`config.mk`:
```
export PLATFORM = sky130hd
export DESIGN_NAME = fetch_queue_flat
export DESIGN_NICKNAME = d
export VERILOG_FILES = /design/src/rtl/fetch_queue_if.sv /design/src/rtl/fetch_queue.sv /design/src/flat_wrapper.sv
export SDC_FILE = /design/constraint.sdc
export NUM_CORES = 1
export LEC_CHECK = 0
export ABC_CLOCK_PERIOD_IN_PS = 3000
export BUFFER_PORTS_ARGS = -buffer_cell sky130_fd_sc_hd__buf_2
export CORE_ASPECT_RATIO = 0.8
export CORE_UTILIZATION = 30
export CTS_CLUSTER_DIAMETER = 120
export DETAILED_ROUTE_END_ITERATION = 8
export PLACE_DENSITY = 0.56
export SYNTH_ARGS = -nofsm -noshare
export SYNTH_HDL_FRONTEND = slang
export SYNTH_SLANG_ARGS = --single-unit
```
`constraint.sdc`:
```
create_clock -name clk -period 3 [get_ports clk]
set_input_delay 0.45 -clock clk [delete_from_list [all_inputs] [get_ports clk]]
set_output_delay 0.45 -clock clk [all_outputs]
set_load 0.05 [all_outputs]
```
`src/rtl/fetch_queue_if.sv`:
```
// Fetch front-end bus: imem port, redirect, decode handshake, occupancy.
// master = fetch_queue side, slave = memory/execute/decode side.
interface fetch_queue_if #(
  parameter int DEPTH = 4
);
  localparam int CW = $clog2(DEPTH) + 1;

  logic [31:0]   imem_addr_o;
  logic [31:0]   imem_rd_i;
  logic          redirect_i;
  logic [31:0]   redirect_pc_i;
  logic          id_valid_o;
  logic [31:0]   id_instr_o;
  logic [31:0]   id_pc_o;
  logic [31:0]   id_pcplus4_o;
  logic          id_ready_i;
  logic [CW-1:0] count_o;

  modport master (
    output imem_addr_o,
    input  imem_rd_i,
    input  redirect_i,
    input  redirect_pc_i,
    output id_valid_o,
    output id_instr_o,
    output id_pc_o,
    output id_pcplus4_o,
    input  id_ready_i,
    output count_o
  );

  modport slave (
    input  imem_addr_o,
    output imem_rd_i,
    output redirect_i,
    output redirect_pc_i,
    input  id_valid_o,
    input  id_instr_o,
    input  id_pc_o,
    input  id_pcplus4_o,
    output id_ready_i,
    input  count_o
  );
endinterface

```
`src/rtl/fetch_queue.sv`:
```
// Fetch PC owner + {pc,instr} FIFO feeding decode; clk/rst plain, rest on bus.
// Optional FETCH_QUEUE_BYPASS_EN: empty queue forwards imem word to decode.
module fetch_queue #(
  parameter int          DEPTH    = 4,
  parameter logic [31:0] RESET_PC = 32'h0000_0000,
  parameter logic [31:0] NOP      = 32'h0000_0013
) (
  input logic           clk,
  input logic           rst,
  fetch_queue_if.master bus
);
  localparam int AW = $clog2(DEPTH);
  localparam int CW = AW + 1;

  typedef struct packed {
    logic [31:0] pc;
    logic [31:0] instr;
  } entry_t;

  entry_t        ent_q [DEPTH];
  entry_t        head;
  logic [31:0]   pc_q;
  logic [AW-1:0] wptr_q;
  logic [AW-1:0] rptr_q;
  logic [CW-1:0] count_q;
  logic          head_v;
  logic          byp;
  logic          fetch;
  logic          pop;
  logic          direct;
  logic          push;
  logic          unused;

  assign unused = ^bus.redirect_pc_i[1:0];
  assign head_v = count_q != '0;

`ifdef FETCH_QUEUE_BYPASS_EN
  assign byp = !rst && !head_v && !bus.redirect_i;
`else
  assign byp = 1'b0;
`endif

  assign fetch  = !bus.redirect_i
               && (count_q < CW'(DEPTH));
  assign pop    = head_v && bus.id_ready_i
               && !bus.redirect_i;
  // forwarded word is consumed without a write
  assign direct = byp && bus.id_ready_i;
  assign push   = fetch && !direct;
  assign head   = ent_q[rptr_q];

  always_ff @(posedge clk or posedge rst) begin
    if (rst) begin
      pc_q    <= RESET_PC;
      wptr_q  <= '0;
      rptr_q  <= '0;
      count_q <= '0;
    end else if (bus.redirect_i) begin
      pc_q    <= {bus.redirect_pc_i[31:2], 2'b00};
      wptr_q  <= '0;
      rptr_q  <= '0;
      count_q <= '0;
    end else begin
      if (fetch) pc_q <= pc_q + 32'd4;
      if (push) wptr_q <= wptr_q + 1'b1;
      if (pop) rptr_q <= rptr_q + 1'b1;
      if (push && !pop)
        count_q <= count_q + 1'b1;
      else if (pop && !push)
        count_q <= count_q - 1'b1;
    end
  end

  always_ff @(posedge clk) begin
    if (push)
      ent_q[wptr_q] <= '{pc: pc_q,
                         instr: bus.imem_rd_i};
  end

  always_comb begin
    bus.id_valid_o = 1'b0;
    bus.id_instr_o = NOP;
    bus.id_pc_o    = '0;
    if (head_v) begin
      bus.id_valid_o = 1'b1;
      bus.id_instr_o = head.instr;
      bus.id_pc_o    = head.pc;
    end else if (byp) begin
      bus.id_valid_o = 1'b1;
      bus.id_instr_o = bus.imem_rd_i;
      bus.id_pc_o    = pc_q;
    end
  end

  assign bus.id_pcplus4_o = bus.id_valid_o
                          ? bus.id_pc_o + 32'd4
                          : '0;
  assign bus.imem_addr_o  = pc_q;
  assign bus.count_o      = count_q;
endmodule
```
`src/flat_wrapper.sv`:
```
// flat-port wrapper written by rule: the top's interface ports become plain ports
module fetch_queue_flat 
#(
  parameter int          DEPTH    = 4,
  parameter logic [31:0] RESET_PC = 32'h0000_0000,
  parameter logic [31:0] NOP      = 32'h0000_0013
)
  (clk, rst, bus_imem_addr_o, bus_imem_rd_i, bus_redirect_i, bus_redirect_pc_i, bus_id_valid_o, bus_id_instr_o, bus_id_pc_o, bus_id_pcplus4_o, bus_id_ready_i, bus_count_o);
  fetch_queue_if #(.DEPTH(DEPTH)) bus_i ();
  input logic clk;
  input logic rst;
  output wire logic [$bits(bus_i.imem_addr_o)-1:0] bus_imem_addr_o;
  input wire logic [$bits(bus_i.imem_rd_i)-1:0] bus_imem_rd_i;
  input wire logic [$bits(bus_i.redirect_i)-1:0] bus_redirect_i;
  input wire logic [$bits(bus_i.redirect_pc_i)-1:0] bus_redirect_pc_i;
  output wire logic [$bits(bus_i.id_valid_o)-1:0] bus_id_valid_o;
  output wire logic [$bits(bus_i.id_instr_o)-1:0] bus_id_instr_o;
  output wire logic [$bits(bus_i.id_pc_o)-1:0] bus_id_pc_o;
  output wire logic [$bits(bus_i.id_pcplus4_o)-1:0] bus_id_pcplus4_o;
  input wire logic [$bits(bus_i.id_ready_i)-1:0] bus_id_ready_i;
  output wire logic [$bits(bus_i.count_o)-1:0] bus_count_o;
  assign bus_imem_addr_o = bus_i.imem_addr_o;
  assign bus_i.imem_rd_i = bus_imem_rd_i;
  assign bus_i.redirect_i = bus_redirect_i;
  assign bus_i.redirect_pc_i = bus_redirect_pc_i;
  assign bus_id_valid_o = bus_i.id_valid_o;
  assign bus_id_instr_o = bus_i.id_instr_o;
  assign bus_id_pc_o = bus_i.id_pc_o;
  assign bus_id_pcplus4_o = bus_i.id_pcplus4_o;
  assign bus_i.id_ready_i = bus_id_ready_i;
  assign bus_count_o = bus_i.count_o;
  fetch_queue #(.DEPTH(DEPTH), .RESET_PC(RESET_PC), .NOP(NOP)) u_core (.clk(clk), .rst(rst), .bus(bus_i));
endmodule
```
Word level (Yosys, flattened, before mapping). Memories as Yosys holds them, arrays and structs flattened. Index checks and enable logic that the tools add are counted.

Register bits: 39. Bits in writable memories: 256. Logic and storage cells: 39. Input port bits: 68. Memories kept: 1.

Memory list: u_core.ent_q (depth 4, width 64, rd ports 1, clocked after Yosys merged registers in 0, write ports 1, RTL line fetch_queue.sv:20) `entry_t ent_q [DEPTH];`.

Reductions and logical operators: 12. Magnitude comparators: 1. Add/sub/neg operators: 6. Mux-type cells: 15.

Operators by type and width (count): $mux W32 (5); $add A32 B3 Y32 const B (2); $mux W3 (3); $mux W2 (4); $reduce_bool A3 Y1 (2); $logic_and A1 B1 Y1 (5); $add A2 B1 Y2 const B (2); $reduce_bool A2 Y1 (2); $add A3 B1 Y3 const B (1); $logic_not A1 Y1 (3); $lt A3 B3 Y1 const B (1); $mux W1 (3); $sub A3 B1 Y3 const B (1).

Logic depth before layout (Yosys ltp).
Depth in word-level cells: 7. Gate-level depth with buffers: 12.

Worst setup path after synthesis. OpenSTA, ideal clock, no wires.

Path type: register to output. Start point: reg u_core.count_q[2] (netlist: u_core.bus.count_o[2]). End point: out bus_id_pcplus4_o[28]. Required time: 2550 ps. Data arrival time: 4402 ps. Stages on the path, launching flop included: 12. Buffers on the path: 2. Path slack: -1852 ps. Cells stage by stage: dfrtp_1 -> nor3_2 -> inv_1 -> clkbuf_1 -> clkbuf_1 -> and2_1 -> ha_1 -> nand2_1 -> nor4_1 -> nand3_1 -> or4_1 -> a21oi_1.

Elaborated cells on any way between the ends: 5. Those cells by class: add/sub: 1; mux: 3; reduce/logical: 1.

RTL lines: start, declared (RTL line fetch_queue.sv:25) `logic [CW-1:0] count_q;`; start signal, assigned (RTL line fetch_queue.sv:68) `count_q <= count_q + 1'b1;`; start signal, assigned (RTL line fetch_queue.sv:70) `count_q <= count_q - 1'b1;`; $reduce_bool A3 Y1 (RTL line fetch_queue.sv:35) `assign head_v = count_q != '0;`; $mux W1 (RTL line fetch_queue.sv:84) `if (head_v) begin`; via bus_id_valid_o (RTL line flat_wrapper.sv:16) `output wire logic [$bits(bus_i.id_valid_o)-1:0] bus_id_valid_o;`; $mux W32 (RTL line fetch_queue.sv:96) `? bus.id_pc_o + 32'd4`; end, declared (RTL line flat_wrapper.sv:19) `output wire logic [$bits(bus_i.id_pcplus4_o)-1:0] bus_id_pcplus4_o;`.

The timed path passes the listed nets, and every way through them passes these cells.

Worst setup path in the final report.
Start point: reg u_core.rptr_q[0]. End point: out bus_id_pcplus4_o[27].

Longest elaborated chain between the ends: 4.

RTL lines: start, declared (RTL line fetch_queue.sv:24) `logic [AW-1:0] rptr_q;`; start signal, assigned (RTL line fetch_queue.sv:66) `if (pop) rptr_q <= rptr_q + 1'b1;`; $mem_v2 Z4 W64; $mux W32 (RTL line fetch_queue.sv:84); $add A32 B3 Y32 (RTL line fetch_queue.sv:96); $mux W32 (RTL line fetch_queue.sv:96).

No other way between the ends.

==> flow_summary.yaml <==
timing:
  worstMarginPinSlew_ns: 0.592
  fin_setup_tns_ns: -12.07
  hold_viol: 0
  fin_skew_ns: 0.0174
  fin_crit_ns: 3.60
  setup_viol_count_final: 28
  setup_ws_ns: -0.598
  slew_headroom: 0.605
  finalCritPeriodShare: 1.20
  max_freq_mhz: 278
  rsz0062_at_grt: "true"
  slew_violations: 0
final_layout:
  final.fill_count: 3812
  final_cells: 1648
  synthToLayoutAreaGrowth_pct: 35.1
  seq_area_um2: 8380
  multi_input_area_um2: 4170
  drive_gt1_frac: 0.455
  fin_nets: 1157
power:
  swShare: 0.413
  switchingPower_mw: 7.22
  seqPwrFrac: 0.304
  p_clk_frac: 0.214
  power_frac_comb: 0.482
  internal_power_mw: 10.3
  p_leak_nw: 6.09
  powerDensity_nw_per_um2: 1050
  peakVddDrop_mv: 0.702
die:
  die_height_um: 183
  coreArea_um2: 40600
  die_area_um2: 42000
  rows: 66
  io-pin-count: 200
  start_util: 0.304
  die_w_um: 229
worst_hold_path:
  min-delay-start: "bus_redirect_pc_i[8]"
  hold_path_depth: 3
  hold_end: "u_core.bus.imem_addr_o[8]$_DFFE_PP0N_"
  hp-class: "input port to flop"
grt:
  grt_overflow: 0
  grt_pass1_vias: 7802
  grt_pass1_wl_mm: 48.3
  grt_max_degree: 68
  antenna_found_initial: 0
  grt.total_usage: 0.153
drt:
  totalWireLength_mm: 32.5
  first_pass_iters: 5
  ant_nets: 0
  wire_per_inst_um: 19.7
  vias: 7652
  post-route-drc-count: 0
  via_per_inst: 4.64
  drtIter0Drc: 489
synthesis:
  synthArstFlopShare: 0.130
  yosys_warnings: 0
  synth_edf_count: 248
  ys_ff_latch: 285
  ys_types: 52
  synthCells: 781
  syn_area_per_cell_um2: 15.8
  netlist_area_um2: 12300
  synth_ff_type: "edfxtp_1"
  synth-seq-area-share: 0.678
cts:
  root_buffer: "clkbuf_16"
  h-tree-depth: 1
  cts_buffers: 30
  clkLatencyLatePin_ns: 0.56
  clk_pin_slew_ns: 0.06
  clock_path_buffers: 3
  numClockSinks: 285
  cts_tree: "yes"
critical_path:
  crit_chain: "buf_12 > mux4_2 > nand4_4 > nor3_4 > nand4_4 > buf_6 > or3b_4 > a21oi_4 > buf_12"
  critPathMaxFanout: 6
  crit_family: "simple AND/OR/NAND/NOR gates"
  critPathMaxStageDelay_ns: 0.55
  cpMaxStageDelayCell: "dfrtp_4"
  worstSetupPathType: "flop to primary output"
  cp-end-kind: "primary output"
  worstPathArrival_ns: 3.15
  worstPathRequired_ns: 2.55
  start_kind: "flop"
  cp_num_buf_inv: 3
  reg2regPathDepth: 9
  rr_endpoint: "u_core.bus.count_o[1]$_DFFE_PP0P_"
  r2r_slack_ns: 0.58
  r2r-start: "u_core.bus.count_o[0]$_DFFE_PP0P_"
run_status:
  run_status: "finished with violations"
  failed_checks: "setup timing"
place:
  place.gp.congestion: 0.776
  dp.cells: 1568
  hpwl_mm: 22.2
  portBuffers: 191
flow_run:
  cap_violations: 0
worst min-delay path: stages:
cell and delay, ns:
buf_2 0.07, nand2_1 0.04, o21ai_0 0.05
state kept, by name (all words and copies together), names as in the netlist:
signal / count
u_core.ent_q: 248
u_core.wptr_q: 2
u_core.rptr_q: 2
u_core.bus.count_o: 3
u_core.bus.imem_addr_o: 30
cell usage after synthesis, drive strengths merged, types with 2 or more instances:
cell,n,share of area
clkbuf,21,0.0064
nand4,19,0.013
and2,62,0.031
nand3,20,0.0085
ha,6,0.0061
o21ai,38,0.015
mux2i,7,0.0057
xnor2,14,0.0099
a211oi,2,0.0012
o31ai,4,0.0024
inv,12,0.0036
buf,22,0.013
nor3,12,0.0062
nor2,43,0.013
o21bai,3,0.0018
mux4,60,0.11
dfrtp,37,0.075
mux2,8,0.0073
or2,3,0.0015
or3,2,0.0010
and3,2,0.0010
nand2,71,0.022
xor2,34,0.024
or4,5,0.0030
nor4,6,0.0043
edfxtp,248,0.60
a21oi,9,0.0036
worst max-delay path by stage:
stage,startpoint,to,cells past startpoint
2_1_floorplan,u_core.bus.count_o[0]$_DFFE_PP0P_,bus_id_pcplus4_o[28],12
3_3_place_gp,u_core.rptr_q[0]$_DFFE_PP0P_,bus_id_pcplus4_o[20],9
3_5_place_dp,u_core.rptr_q[0]$_DFFE_PP0P_,bus_id_pcplus4_o[20],9
4_1_cts,u_core.rptr_q[0]$_DFFE_PP0P_,bus_id_pcplus4_o[27],9
5_1_grt,u_core.rptr_q[0]$_DFFE_PP0P_,bus_id_pcplus4_o[22],10
6_report,u_core.rptr_q[0]$_DFFE_PP0P_,bus_id_pcplus4_o[27],9
cells in the final DEF, fill, tap and decap left out, types with 5 or more instances in the layout:
cell type	count
edfxtp_1	248
buf_2	157
buf_4	83
nand2_1	66
mux4_2	60
and2_1	55
buf_6	38
clkbuf_16	33
o21ai_0	32
dfrtp_1	32
nor2_1	28
xor2_1	28
buf_12	22
nand4_1	16
nand3_1	14
xnor2_1	11
inv_1	9
nor2_4	8
mux2i_1	7
and2_4	7
nor2_2	7
nor3_1	6
conb_1	6
clkinv_2	6
xor2_2	5
ha_1	5
clkbuf_1	5
routing by layer:
| layer | part of all wire | wire, um | up-vias | global-route usage |
|---|---|---|---|---|
| met5 | 0 | 0 | - | 0 |
| met4 | 0.020 | 646 | 0 | 0.0349 |
| met3 | 0.054 | 1770 | 42 | 0.0281 |
| met2 | 0.45 | 14800 | 182 | 0.242 |
| met1 | 0.47 | 15300 | 3881 | 0.219 |
| li1 | - | - | 3547 | - |
power by group through the flow:
stage	Combinational (mW)	Clock, mW	Sequential, mW
finish	8.43	3.75	5.32
global route	8.89	4.00	5.38
global placement	7.80	0	5.38
CTS	8.23	3.86	5.32
detailed placement	7.82	0	5.40
floorplan	5.17	0	5.54
kinds of logic (layout without fill, tap and decap cells):
group,after synthesis,in the layout,share of synthesized area
flops,285,285,0.678
simple gates,252,252,0.108
mux,75,75,0.123
compound gates,58,58,0.0258
buf+inv,55,372,0.0230
xor+xnor,48,48,0.0340
fa+ha+maj,7,7,0.00770
other cells,1,7,0.000304
what timing repair did:
| item | CTS | global route |
|---|---|---|
| endpoints found under the setup margin | 54 | 55 |
| gates cloned | 0 | 2 |
| hold buffers | 1 | 0 |
| hold endpoints to repair | 9 | 0 |
| pin swaps | 25 | 39 |
| buffers inserted | 10 | 18 |
| gates resized for setup | 87 | 53 |
metrics by stage:
| stage | area [um2] | util | power, mW | worst slack [ns] | hold WS, ns |
|---|---|---|---|---|---|
| after floorplan | 12600 | - | 10.7 | -0.333 | 0.542 |
| after global placement | 14900 | 0.366 | 13.2 | -0.104 | 0.476 |
| after detailed placement | 14900 | 0.366 | 13.2 | -0.101 | 0.492 |
| after CTS | 16300 | 0.401 | 17.4 | -0.643 | 0.0566 |
| after global routing | 16700 | 0.411 | 18.3 | -0.688 | 0.0778 |
| final | 16700 | 0.411 | 17.5 | -0.598 | 0.0884 |
area by class of cell:
cell class              count  area share
inverters                  12     0.00285
flip-flops and latches    285       0.503
clock inverters            17      0.0116
multi-input cells         446       0.250
well taps                 544      0.0408
repair buffers            307       0.144
diodes                      1    0.000150
clock buffers              36      0.0476
No activity file was read; power rests on OpenSTA's default activity.
